**src/rtl/carregador_matriz.sv**
```systemverilog
// Loads up to 16 signed elements row-major into the packed matrix bus, then returns the determinant result.
// Latency: result_valid rises SETTLE_CYCLES+2 cycles after the last element's handshake cycle, given done_in=1.
// Backpressure: elem_ready is high only in LOAD, and the result is held until result_ready.
// Optional macro ZERO_FILL_EN: when defined, matriz is cleared at the start of each load.
module carregador_matriz #(
    parameter int ELEM_W        = 8,
    parameter int BUS_W         = 200,
    parameter int SETTLE_CYCLES = 2
) (
    input  logic              clk,
    input  logic              rst_n,
    input  logic              start,
    input  logic [1:0]        tamanho_in,
    input  logic              elem_valid,
    input  logic [ELEM_W-1:0] elem_data,
    output logic              elem_ready,
    output logic [BUS_W-1:0]  matriz,
    output logic [1:0]        tamanho_matriz,
    input  logic [ELEM_W-1:0] det_in,
    input  logic              overflow_in,
    input  logic              done_in,
    output logic              result_valid,
    input  logic              result_ready,
    output logic [ELEM_W-1:0] det_out,
    output logic              overflow_out,
    output logic              busy,
    output logic              error
);

    typedef enum logic [2:0] {
        S_IDLE,
        S_LOAD,
        S_SETTLE,
        S_CAPTURE,
        S_RESULT
    } state_t;

    localparam logic [3:0] SETTLE_LAST = 4'(SETTLE_CYCLES - 1);

    state_t     state;
    state_t     state_nxt;
    logic [4:0] cnt;
    logic [4:0] cnt_last;
    logic [3:0] settle_cnt;
    logic       start_ok;
    logic       accept;
    logic       last_elem;

    // Index of the final element for the latched size code
    always_comb begin
        cnt_last = 5'd15;
        case (tamanho_matriz)
            2'b00:   cnt_last = 5'd3;
            2'b01:   cnt_last = 5'd8;
            default: cnt_last = 5'd15;
        endcase
    end

    assign start_ok  = start && (tamanho_in != 2'b11);
    assign accept    = (state == S_LOAD) && elem_valid;
    assign last_elem = accept && (cnt == cnt_last);

    // State register
    always_ff @(posedge clk) begin
        if (!rst_n) begin
            state <= S_IDLE;
        end else begin
            state <= state_nxt;
        end
    end

    // Next-state decode and state-derived handshake outputs
    always_comb begin
        state_nxt    = state;
        elem_ready   = 1'b0;
        result_valid = 1'b0;
        busy         = 1'b1;
        case (state)
            S_IDLE: begin
                busy = 1'b0;
                if (start_ok) begin
                    state_nxt = S_LOAD;
                end
            end
            S_LOAD: begin
                elem_ready = 1'b1;
                if (last_elem) begin
                    state_nxt = S_SETTLE;
                end
            end
            S_SETTLE: begin
                if (settle_cnt == SETTLE_LAST) begin
                    state_nxt = S_CAPTURE;
                end
            end
            S_CAPTURE: begin
                if (done_in) begin
                    state_nxt = S_RESULT;
                end
            end
            S_RESULT: begin
                result_valid = 1'b1;
                if (result_ready) begin
                    state_nxt = S_IDLE;
                end
            end
            default: begin
                state_nxt = S_IDLE;
            end
        endcase
    end

    // Datapath: element packing, settle timing, result capture and error pulse
    always_ff @(posedge clk) begin
        if (!rst_n) begin
            matriz         <= '0;
            tamanho_matriz <= 2'b00;
            det_out        <= '0;
            overflow_out   <= 1'b0;
            error          <= 1'b0;
            cnt            <= '0;
            settle_cnt     <= '0;
        end else begin
            error <= (state == S_IDLE) && start && (tamanho_in == 2'b11);
            case (state)
                S_IDLE: begin
                    if (start_ok) begin
                        tamanho_matriz <= tamanho_in;
                        cnt            <= '0;
`ifdef ZERO_FILL_EN
                        matriz         <= '0;
`else
                        matriz         <= matriz;
`endif
                    end
                end
                S_LOAD: begin
                    settle_cnt <= '0;
                    if (accept) begin
                        matriz[ELEM_W*int'(cnt) +: ELEM_W] <= elem_data;
                        cnt <= last_elem ? 5'd0 : cnt + 5'd1;
                    end
                end
                S_SETTLE: begin
                    settle_cnt <= settle_cnt + 4'd1;
                end
                S_CAPTURE: begin
                    if (done_in) begin
                        det_out      <= det_in;
                        overflow_out <= overflow_in;
                    end
                end
                default: begin
                    settle_cnt <= settle_cnt;
                end
            endcase
        end
    end

endmodule

```
**config.mk**
```make
export PLATFORM = sky130hd
export DESIGN_NAME = carregador_matriz
export DESIGN_NICKNAME = d
export VERILOG_FILES = /design/src/rtl/carregador_matriz.sv
export SDC_FILE = /design/constraint.sdc
export NUM_CORES = 1
export LEC_CHECK = 0
export ABC_AREA = 1
export CORE_ASPECT_RATIO = 0.75
export CORE_UTILIZATION = 50
export DETAILED_ROUTE_END_ITERATION = 8
export PLACE_DENSITY = 0.81
export SETUP_SLACK_MARGIN = 0.15
export SLEW_MARGIN = 20
export SYNTH_ARGS = -nofsm -noshare
export SYNTH_HDL_FRONTEND = slang
export SYNTH_SLANG_ARGS = --single-unit
```
**constraint.sdc**
```tcl
create_clock -name clk -period 2.9 [get_ports clk]
set_input_delay 0.58 -clock clk [delete_from_list [all_inputs] [get_ports clk]]
set_output_delay 0.58 -clock clk [all_outputs]
set_load 0.02 [all_outputs]
```
==> results.md, run 1 <==
- Crit-path cells: inv_1 > ha_1 > nand2_2 > nor2_1 > ha_1 > inv_1 > nand4_2 > nor2_4 > nand2_1 > o21ai_0 > nor2_1
- FF+latch count, synth: approximately 220
- FFs w/ async S/R, synth: 0
- Hold WC Path Type: in -> reg
- Port bufs: approximately 240
- Setup crit end kind: register
- Worst slack, placed: 0.204 ns
- DRT iter0 DRCs: between 1,000 and 1,500
- CTS Buffer Depth: 3
- Seq. cell area: 4480 sq um
- PwrDens: roughly 630 nW/um^2
- Critical Path AT: 2.93 ns
- H-tree lvl count: 1
- Die W: approximately 170 um
- Max Clock Skew: about 0.0048 ns
- Critical path peak fanout: 11
- Max Slew Vio Count: 0
- Hpwl dp: 21.6 mm
- Diode count: 0
- VDD IR max: 0.000403 V
- Crit path required time: 3.28 ns
- Clock Pin Slew Worst Setup and Hold Paths: around 0.060 ns
- Area of the multi-input gates: between 4000 and 5000 sq um
- Synth area leader: dfxtp_1
- Fin worst setup slack: 0.351 ns
- Setup CP Type: reg -> reg
- Clock Sink Count: 224
- Area delta synth->final: 33.6%
- Num rows: between 40 and 50
- Post-Syn Area: roughly 10,000 sq um
- Clk Latency, worst-skew pair: around 0.49 ns
- Overall Global Routing Usage: 0.292
- YS warnings: 0
- CTS tree: yes
- Lkg Pwr: 5.73 nW
- Pre-antenna DRT Iters: 9
- Root buf cell: clkbuf_16
- Fmax: 0.392 GHz
- Failing checks: design-rule violations
- RSZ-0062 raised after global routing: yes
- ANT nets after route: 0
- Setup Total Neg Slack: 0 ns
- CP max-delay cell: dfxtp_1
- Fin crit period: 2.55 ns
- Syn Area/Cell: around 6.6 sq um
- Fillers: 1,664
- Final setup vio count: 0
- DR vias/cell: 5.21
- Post-synth EDFFs: 0
- Routed vias: 10,409
- Final instance area: roughly 13,000 sq um
- Critical Path Max Stage Delay: 0.40 ns
- Pin count of the biggest net entering global routing: 111
- Placed insts: about 2,000
- Die Ht: 125 um
- Top-area cell type share of the netlist area: 0.446
- Post-Synthesis Cells: 1,519
- Synth cell types: 29
- Worst Path Buf+Inv: 2
- Finished Layout Cells: 1,998
- Num ports: 240
- First-pass GRT wire length: roughly 49 mm
- WHS: 0.442 ns
- Status: finished, violations left
- Total routed wirelength: 30.8 mm
- Die Area: approximately 21,000 sq um
- Layout cell share with drive strength beyond 1: 0.0625
- DRC: 16
- Max Cap Viol: 0
- Initial Utilization: 0.515
- CP delay by family, top: simple AND/OR/NAND/NOR gates
- Final Wtd Congestion: between 0.9 and 1
- Slew margin rel.: 0.555
- Core Area: 19,500 sq um
- Num CTS Buffers: 22
- CP Launch Type: register
- Syn nets: ~1,500
- Final worst-path cycle share: 0.879
- Seq/Total Area, Yosys: 0.446
- Initial antenna violation count: 0
- Ranking of synthesized cells by area: dfxtp_1 45%, nor2_1 15%, nand2_1 12%
- Worst Tran Pin Value: 0.666 ns
- Final count of hold timing violations: 0
- Placed inst area: 12,700 sq um
- Routed WL per cell: 15.4 um
- Remaining Overflow, GRT: 0
- Vias in the first global route: 9,423
- Nets: around 1,800
- Ys flop type: dfxtp_1
## final timing paths
| path | cells past startpoint | end | slack [ns] | startpoint |
|---|---|---|---|---|
| max | 11 | matriz[27] | 0.35 | cnt[1] |
| min | 3 | matriz[100] | 0.44 | rst_n |
| min reg2reg | 2 | overflow_out | 0.47 | overflow_out |
| max reg2reg | 11 | matriz[27] | 0.35 | cnt[1] |
## logic make-up after synthesis
family,Yosys count,share of synthesized area
AOI/OAI and AO/OA,173,0.0867
xor gates and xnor gates,4,0.00348
adders and majority gates,5,0.00622
buffers and inverters,205,0.0837
DFF,224,0.446
and+or+nand+nor,908,0.374
## report_power, final
group,internal (mW),switching (mW)
Combinational,0.583,1.78
Clock,1.71,1.17
Sequential,3.14,0.0503
## worst register-to-register path: stages (launching register included)
cell and delay (ns):
dfxtp_1 0.40, inv_1 0.10, ha_1 0.21, nand2_2 0.10
nor2_1 0.05, ha_1 0.20, inv_1 0.20, nand4_2 0.26
nor2_4 0.31, nand2_1 0.28, o21ai_0 0.27, nor2_1 0.05
## state kept, by name (all words and copies together), names as in the netlist
name / cells
overflow_out: 1
tamanho_matriz: 2
settle_cnt: 4
matriz: 200
state: 3
error: 1
cnt: 5
det_out: 8
## cells in the final DEF, fill, tap and decap left out, types with 11 or more instances in the layout
cell,count
nor2_1,392
nand2_1,311
clkdlybuf4s50_1,238
dfxtp_1,224
nand3_1,149
inv_1,113
a21oi_1,108
o21ai_0,62
buf_4,28
clkbuf_16,23
nor2_2,11
nand4_1,11
## through the flow
step	total power, mW	utilization
global route	8.82	0.688
CTS	8.39	0.685
floorplan	4.89	-
finish	8.42	0.688
global placement	5.51	0.648
detailed placement	5.54	0.648
## final cells by class
| cell class | instances | area share |
|---|---|---|
| inverter | 122 | 0.0343 |
| multi-input combinational | 1090 | 0.354 |
| sequential | 224 | 0.334 |
| tap | 253 | 0.0235 |
| timing repair buffer | 271 | 0.200 |
| clock inverter | 5 | 0.00372 |
| clock buffer | 33 | 0.0508 |
## what timing repair did
item | 4_1_cts | 5_1_grt
hold buffers | 0 | 0
gates resized for setup | 0 | 5
setup buffers | 0 | 4
endpoints found under the setup margin | 0 | 49
## cell usage after synthesis, types with 7 or more instances
cell,instances
o21ai_0,62
nand2_2,7
dfxtp_1,224
nor2_2,9
nor2_1,396
clkbuf_1,26
a21oi_1,108
inv_1,114
nand4_1,11
buf_2,38
nand2_1,314
nor3_1,10
buf_1,13
nand3_1,149
## metal layers
metal / vias up / track usage / share of wire / wire (um)
li1: 5202 / - / - / -
met1: 4688 / 0.401 / 0.44 / 13700
met2: 453 / 0.443 / 0.43 / 13200
met3: 66 / 0.0759 / 0.098 / 3010
met4: 0 / 0.102 / 0.031 / 954
met5: - / 0 / 0 / 0
No activity file was read; power rests on OpenSTA's default activity.
==> run 2: changes to the inputs <==
--- a/config.mk
+++ b/config.mk
@@ -7,9 +7,9 @@
 export LEC_CHECK = 0
 export ABC_AREA = 1
 export CORE_ASPECT_RATIO = 0.75
-export CORE_UTILIZATION = 50
+export CORE_UTILIZATION = 49
 export DETAILED_ROUTE_END_ITERATION = 8
-export PLACE_DENSITY = 0.81
+export PLACE_DENSITY = 0.8
 export SETUP_SLACK_MARGIN = 0.15
 export SLEW_MARGIN = 20
 export SYNTH_ARGS = -nofsm -noshare
==> run 2 against run 1 <==
Effect of this change: the run now ends clean; combinational power about the same; wire length up 3.1%; worst hold slack better by 0.023 ns; global-route usage about the same; die area up 2.0%; sequential share of layout area up 0.093 points; critical path type unchanged; power up 1.1%; setup slack worse by 0.017 ns; largest power group unchanged; flip-flop and latch count unchanged; core utilization down 0.77 points; critical path depth down 1; final cell count down 0.25%.
==> results.md, run 2 (synthesis gave the netlist of run 1 again) <==
- Layout cell share with drive strength beyond 1: 0.0603
- Worst Tran Pin Value: 0.685 ns
- Num rows: 44
- Root buf cell: clkbuf_16
- CP Launch Type: register
- Worst r2r dst: matriz[21]
- Setup crit end kind: register
- H-tree lvl count: 1
- DRT iter0 DRCs: 1,048
- Initial antenna violation count: 0
- Port bufs: 239
- Worst slack, placed: 0.211 ns
- Clk Latency, worst-skew pair: 0.52 ns
- Nets: 1,755
- Max Cap Viol: 0
- Crit path required time: 3.35 ns
- Hold WC Path Type: reg -> reg
- Reg2reg path depth: 10
- CP max-delay cell: nor2_1
- PwrDens: 635 nW/um^2
- DR vias/cell: 5.30
- Most frequent cells in the layout: 391 x nor2_1, 309 x nand2_1, 238 x clkdlybuf4s50_1
- RR Startpoint: cnt[1]
- Final count of hold timing violations: 0
- Hold path startpoint: det_out[1]
- Fmax: between 0.3 and 0.4 GHz
- Crit-path cells: inv_1 > ha_1 > inv_1 > nor2_1 > inv_1 > nor2_1 > nand3_1 > nand3_1 > nand2_1 > nor2_1
- Routed WL per cell: 15.9 um
- Commonest non-fill, non-tap cell in the layout: nor2_1
- Num CTS Buffers: 22
- Core Area: 19,700 sq um
- Critical Path Max Stage Delay: 0.58 ns
- Final Wtd Congestion: just over 0.9
- Regs by FF count: matriz: 200 flops, det_out: 8 flops, cnt: 5 flops
- Status: complete, no violations
- CTS tree: yes
- Seq. cell area: approximately 4500 sq um
- Hpwl dp: 22.3 mm
- Area delta synth->final: 33.2%
- Critical path peak fanout: 7
- ANT nets after route: 0
- Vias in the first global route: ~9,200
- Fin worst setup slack: 0.333 ns
- VDD IR max: between 0.0003 and 0.0004 V
- Slew margin rel.: 0.541
- Routed vias: 10,553
- Clock Pin Slew Worst Setup and Hold Paths: roughly 0.070 ns
- Critical Path AT: ~3 ns
- Remaining Overflow, GRT: 0
- Die Area: 21,100 sq um
- Max reg flops: 200
- Fillers: approximately 1,700
- Die W: 167 um
- Fin crit period: 2.57 ns
- CTS Buffer Depth: 3
- Pin count of the biggest net entering global routing: 88
- Total power: 8.52 mW
- Max Clock Skew: 0.0200 ns
- Diode count: 0
- DRC: 0
- Clock Sink Count: 224
- Setup Total Neg Slack: 0 ns
- Hold depth: 2
- Setup CP Type: reg -> reg
- Setup slack, reg-to-reg: 0.33 ns
- Lkg Pwr: 5.69 nW
- Final worst-path cycle share: 0.885
- Largest Register: matriz
- Hold-critical path endpoint: det_out[1]
- Total routed wirelength: 31.8 mm
- WHS: 0.464 ns
- First-pass GRT wire length: between 40 and 50 mm
- Initial Utilization: 0.511
- Num ports: 240
- Final setup vio count: 0
- Area of the multi-input gates: 4770 sq um
- Max Slew Vio Count: 0
- Pre-antenna DRT Iters: 6
- Die Ht: between 100 and 150 um
- RSZ-0062 raised after global routing: no
- Overall Global Routing Usage: 0.293
- Buffer count from post-CTS setup fixing: 0
==> run 2: critical path, delay by kind of cell (launching register included) <==
kind / cells / cell delay (ns)
buffers and inverters: 3 / 0.42
and+or+nand+nor: 6 / 1.33
DFF: 1 / 0.40
adders and majority gates: 1 / 0.34
==> run 2: worst max-delay path by stage <==
stage | slack [ns] | from | end | depth (start not counted)
floorplan | 0.68 | cnt[0] | matriz[169] | 13
global placement | 0.32 | elem_valid | matriz[12] | 8
detailed placement | 0.21 | elem_valid | matriz[12] | 8
CTS | 0.29 | cnt[1] | matriz[12] | 10
global route | 0.15 | cnt[1] | matriz[21] | 10
finish | 0.33 | cnt[1] | matriz[21] | 10
==> run 2: power by group <==
part / internal (mW) / switching, mW
clock: 1.75 / 1.24
combinational: 0.564 / 1.78
sequential: 3.14 / 0.0502
total: 5.45 / 3.07
==> run 2: layer usage <==
metal	track usage	up-vias	wire, um
met1	0.397	4784	13600
met5	0	-	0
met3	0.0767	72	3150
met4	0.0977	0	1030
li1	-	5192	-
met2	0.451	505	14000
==> run 2: what timing repair did <==
action                                  4_1_cts  5_1_grt
hold buffers                                  0        0
endpoints found under the setup margin        0       26
resized for setup                             0        7
==> run 2: area by class of cell <==
cell class              instances  share of cell area
clock buffers                  30              0.0455
flip-flops and latches        224               0.335
well taps                     253              0.0236
multi-input cells            1090               0.356
repair buffers                265               0.196
clock inverters                 9              0.0105
inverters                     122              0.0343
==> run 2: through the flow <==
stage,utilization,cells,area (sq um)
2_1_floorplan,-,1519,10100
3_3_place_gp,0.641,1954,12600
3_5_place_dp,0.641,1954,12600
4_1_cts,0.679,1993,13400
5_1_grt,0.680,1993,13400
6_report,0.680,1993,13400
